[src/rtl/dec24_strobe.sv]
// Registered one-hot decoder: y is one-hot the cycle after a handshake, held HOLD cycles, then GAP idle cycles.
// Accepts a code only in IDLE (in_ready); in_valid while busy is ignored, with no buffering.
module dec24_strobe #(
  parameter int N    = 2,
  parameter int HOLD = 4,
  parameter int GAP  = 1
) (
  input  logic              clk,
  input  logic              rst,
  input  logic              in_valid,
  output logic              in_ready,
  input  logic [N-1:0]      code,
  input  logic              en,
  output logic [(1<<N)-1:0] y,
  output logic              busy,
  output logic              done
);

  localparam int W    = 1 << N;
  localparam int MAXC = (HOLD > GAP) ? HOLD : GAP;
  localparam int CW   = $clog2(MAXC + 1);
  localparam logic [CW-1:0] HOLD_LOAD = CW'(HOLD - 1);
  // Clamped so the GAP = 0 build never elaborates a negative load value.
  localparam logic [CW-1:0] GAP_LOAD  = CW'((GAP > 0) ? GAP - 1 : 0);
  localparam logic [W-1:0]  ONE       = W'(1);

  typedef enum logic [1:0] {
    S_IDLE  = 2'd0,
    S_DRIVE = 2'd1,
    S_GAP   = 2'd2
  } state_t;

  state_t        state;
  logic [CW-1:0] cnt;

  assign in_ready = (state == S_IDLE);
  assign busy     = (state != S_IDLE);

  always_ff @(posedge clk or posedge rst) begin
    if (rst) begin
      state <= S_IDLE;
      y     <= '0;
      done  <= 1'b0;
      cnt   <= '0;
    end else begin
      done <= 1'b0;
      case (state)
        S_IDLE: begin
          // A transfer with en = 0 is consumed and dropped without leaving IDLE.
          if (in_valid && en) begin
            y     <= ONE << code;
            cnt   <= HOLD_LOAD;
            state <= S_DRIVE;
          end
        end
        S_DRIVE: begin
          if (cnt != '0) begin
            cnt <= cnt - CW'(1);
          end else begin
            y    <= '0;
            done <= 1'b1;
            if (GAP > 0) begin
              cnt   <= GAP_LOAD;
              state <= S_GAP;
            end else begin
              state <= S_IDLE;
            end
          end
        end
        S_GAP: begin
          if (cnt != '0) cnt <= cnt - CW'(1);
          else           state <= S_IDLE;
        end
        default: state <= S_IDLE;
      endcase
    end
  end

endmodule

[config.mk]
export PLATFORM = sky130hd
export DESIGN_NAME = dec24_strobe
export DESIGN_NICKNAME = d
export VERILOG_FILES = /design/src/rtl/dec24_strobe.sv
export SDC_FILE = /design/constraint.sdc
export NUM_CORES = 1
export LEC_CHECK = 0
export BUFFER_PORTS_ARGS = -buffer_cell sky130_fd_sc_hd__buf_2
export CORE_MARGIN = 1
export CORE_UTILIZATION = 45
export DETAILED_ROUTE_END_ITERATION = 10
export PLACE_DENSITY = 0.73
export SYNTH_ARGS = -nofsm -noshare
export SYNTH_HDL_FRONTEND = slang
export SYNTH_SLANG_ARGS = --single-unit
[constraint.sdc]
create_clock -name clk -period 1.7 [get_ports clk]
set_clock_uncertainty 0.15 [all_clocks]
set_input_delay 0.085 -clock clk [delete_from_list [all_inputs] [get_ports clk]]
set_output_delay 0.085 -clock clk [all_outputs]
set_load 0.005 [all_outputs]
==> results.md <==
- H-tree depth: 1
- Syn_area_per_cell: approximately 9.8 um2
- TritonCTS buffer count: 3
- Via/cell ratio: about 5.4
- Top cells by area, synth: dfrtp_1 38%, ha_1 11%, inv_1 5.2%
- Core Region: about 1300 um2
- Final Cycle Share: 1.03
- Clock buffer depth: 2
- Leakage power: just over 0.0005 uW
- Clock latency on the worst-skew pair: ~270 ps
- Post-Syn Instances: 67
- Die area: between 1500 and 2000 um2
- Layout Nets: roughly 120
- Largest net degree at the start of global routing: 11
- Delay-heaviest family, CP: buffers and inverters
- ANT cells: 0
- Yosys top cell area share: 0.382
- Cell area after synthesis: roughly 650 um2
- Vias in the first global route: roughly 500
- CP max FO: 4
- Fillers: 85
- PortBufs: 12
- DRC viols: 0
- Slew @ Worst Pin: a little under 400 ps
- Ys flop type: dfrtp_1
- Yosys warnings: 0
- Hold Crit Class: input pin to register
- Total Wirelength: roughly 1.7 mm
- Crit-path slowest cell: dfrtp_1
- Slew Limit Headroom: 0.740
- Async SR Flop Fraction: 1.00
- Post-route ant nets: 0
- Max Cap Violations: 0
- Clock sink total: 10
- Worst Slack Setup Final: -45.5 ps
- Setup Viol. Count Final: 4
- CP arrival: 1800 ps
- Number of synthesized flops with an enable pin: 0
- Post-synthesis sequential area ratio: 0.382
- Worst path cell trace: inv_2, ha_4, buf_6, nor2_2, a211oi_2, buf_4, buf_6, nand4b_1, o21ai_1
- WS Path Type: register to register
- Most common cell in the netlist: dfrtp_1
- Drt wl/cell: around 15 um
- Share of cells above drive strength 1: 0.549
- DR iter-0 viols: 10
- Failing checks: setup timing
- Worst-path clk slew: ~70 ps
- RSZ-0062 raised after global routing: true
- Area growth from synthesis to final layout: 54.9%
- DR pass1 iterations: 7
- Initial Utilization: 0.491
- Status: complete, but fails checks
- CP max stage delay: roughly 400 ps
- CP bufs+invs: 4
- Tmin final: around 1700 ps
- Post-DP HPWL: roughly 1.0 mm
- Die Height: approximately 40 um
- Final hold violations: 0
- Top post-synthesis cells by count: 10 x dfrtp_1, 9 x inv_1, 6 x ha_1, 5 x a21oi_1
- Yosys top cell by area: dfrtp_1
- CP most frequent cell: buf_6
- Initial antenna violation count: 0
- Kind of end point of the critical path: register
- Clock root cell: clkbuf_4
- GRT Util Overall: 0.219
- Final RePlAce weighted congestion: 0.805
- Num ports: 13
- Yosys reg bits: 10
- Global-route wire length before repair: between 2 and 2.5 mm
- Post-layout util: 0.760
- TritonCTS clock tree: done
- Mapped Nets: 79
- Dpl ws: -73.6 ps
- Post-synth cell types: 29
- Die width: around 40 um
- Worst path required time: approximately 1800 ps
- Via count: ~640
- GR Overflow Total: 0
- Worst Setup Start Kind: register
- Total power: roughly 2100 uW
- Worst IR drop on VDD: about 0.0011 V
- Slew Limit Fails: 0
- PwrDens: 2070 nW/um2
- Cell Rows: 13
- Max frequency: 0.573 GHz
- Hold WS: approximately 57 ps
==> state kept, by name, indices dropped and copies added (netlist names) <==
signal  cells
cnt         3
done        1
state       2
y           4
==> tightest hold or removal path: cells and delay by family <==
| kind | cells | cell delay [ps] |
|---|---|---|
| and+or+nand+nor | 2 | 170 |
| AOI/OAI and AO/OA | 1 | 80 |
| buffers and inverters | 1 | 110 |
==> stage by stage <==
stage,setup TNS [ps],cell area [um2],std cells
after floorplan,-205,661,67
after global placement,-93.5,813,104
after detailed placement,-201,813,104
after CTS,-30.2,916,113
after global routing,-302,1010,117
final,-128,1010,117
==> logic make-up (layout without fill, tap and decap cells) <==
family          Yosys count  in the layout  synth area share
flops                    10             10             0.382
simple gates             22             22             0.207
mux                       4              4            0.0669
buf+inv                  11             46            0.0765
fa+ha+maj                 6              6             0.115
compound gates           14             14             0.153
==> repair_timing <==
item / 4_1_cts / 5_1_grt
gates resized for setup: 7 / 16
hold endpoints to repair: 12 / 0
hold buffers: 3 / 0
endpoints found under the setup margin: 4 / 6
pin swaps: 2 / 5
gates cloned: 0 / 0
setup buffers: 2 / 4
==> power breakdown <==
group / switching [uW] / internal, uW
clock network: 93.3 / 130
logic: 644 / 817
registers: 69.9 / 346
total: 807 / 1290
==> cell usage in the layout, fill, tap and decap left out, drive strengths merged, types with 2 or more instances in the layout <==
cell type    instances
dlygate4sd3          3
buf                 30
ha                   6
inv                  9
and2                 2
nor2b                2
clkbuf               4
nor2                 3
dfrtp               10
a21oi                5
nand2b               2
mux2                 3
nand2                4
nand3                3
o21ai                4
==> final timing paths <==
check	start	to	slack [ps]	cells past startpoint
setup / recovery	state[1]	y[3]	-50	9
hold / removal	en	state[1]	60	4
setup reg to reg	state[1]	y[3]	-50	9
hold reg to reg	y[2]	y[2]	360	1
max in group asynchronous	rst	y[2]	950	3
min in group asynchronous	rst	cnt[2]	170	3
==> layout make-up <==
type                       instances  area [um2]  area share
clock buffer                       4        36.3      0.0358
inverter                           9        33.8      0.0333
multi-input combinational         46         438       0.432
sequential                        10         250       0.247
tap                               15        18.8      0.0185
timing repair buffer              33         236       0.233
==> per-layer routing <==
metal | vias up | part of all wire | track usage
met1 | 302 | 0.41 | 0.275
li1 | 295 | - | -
met2 | 34 | 0.52 | 0.339
met4 | 0 | 0.014 | 0.103
met3 | 6 | 0.054 | 0.0667
met5 | - | 0 | 0
No activity file was read; power rests on OpenSTA's default activity.
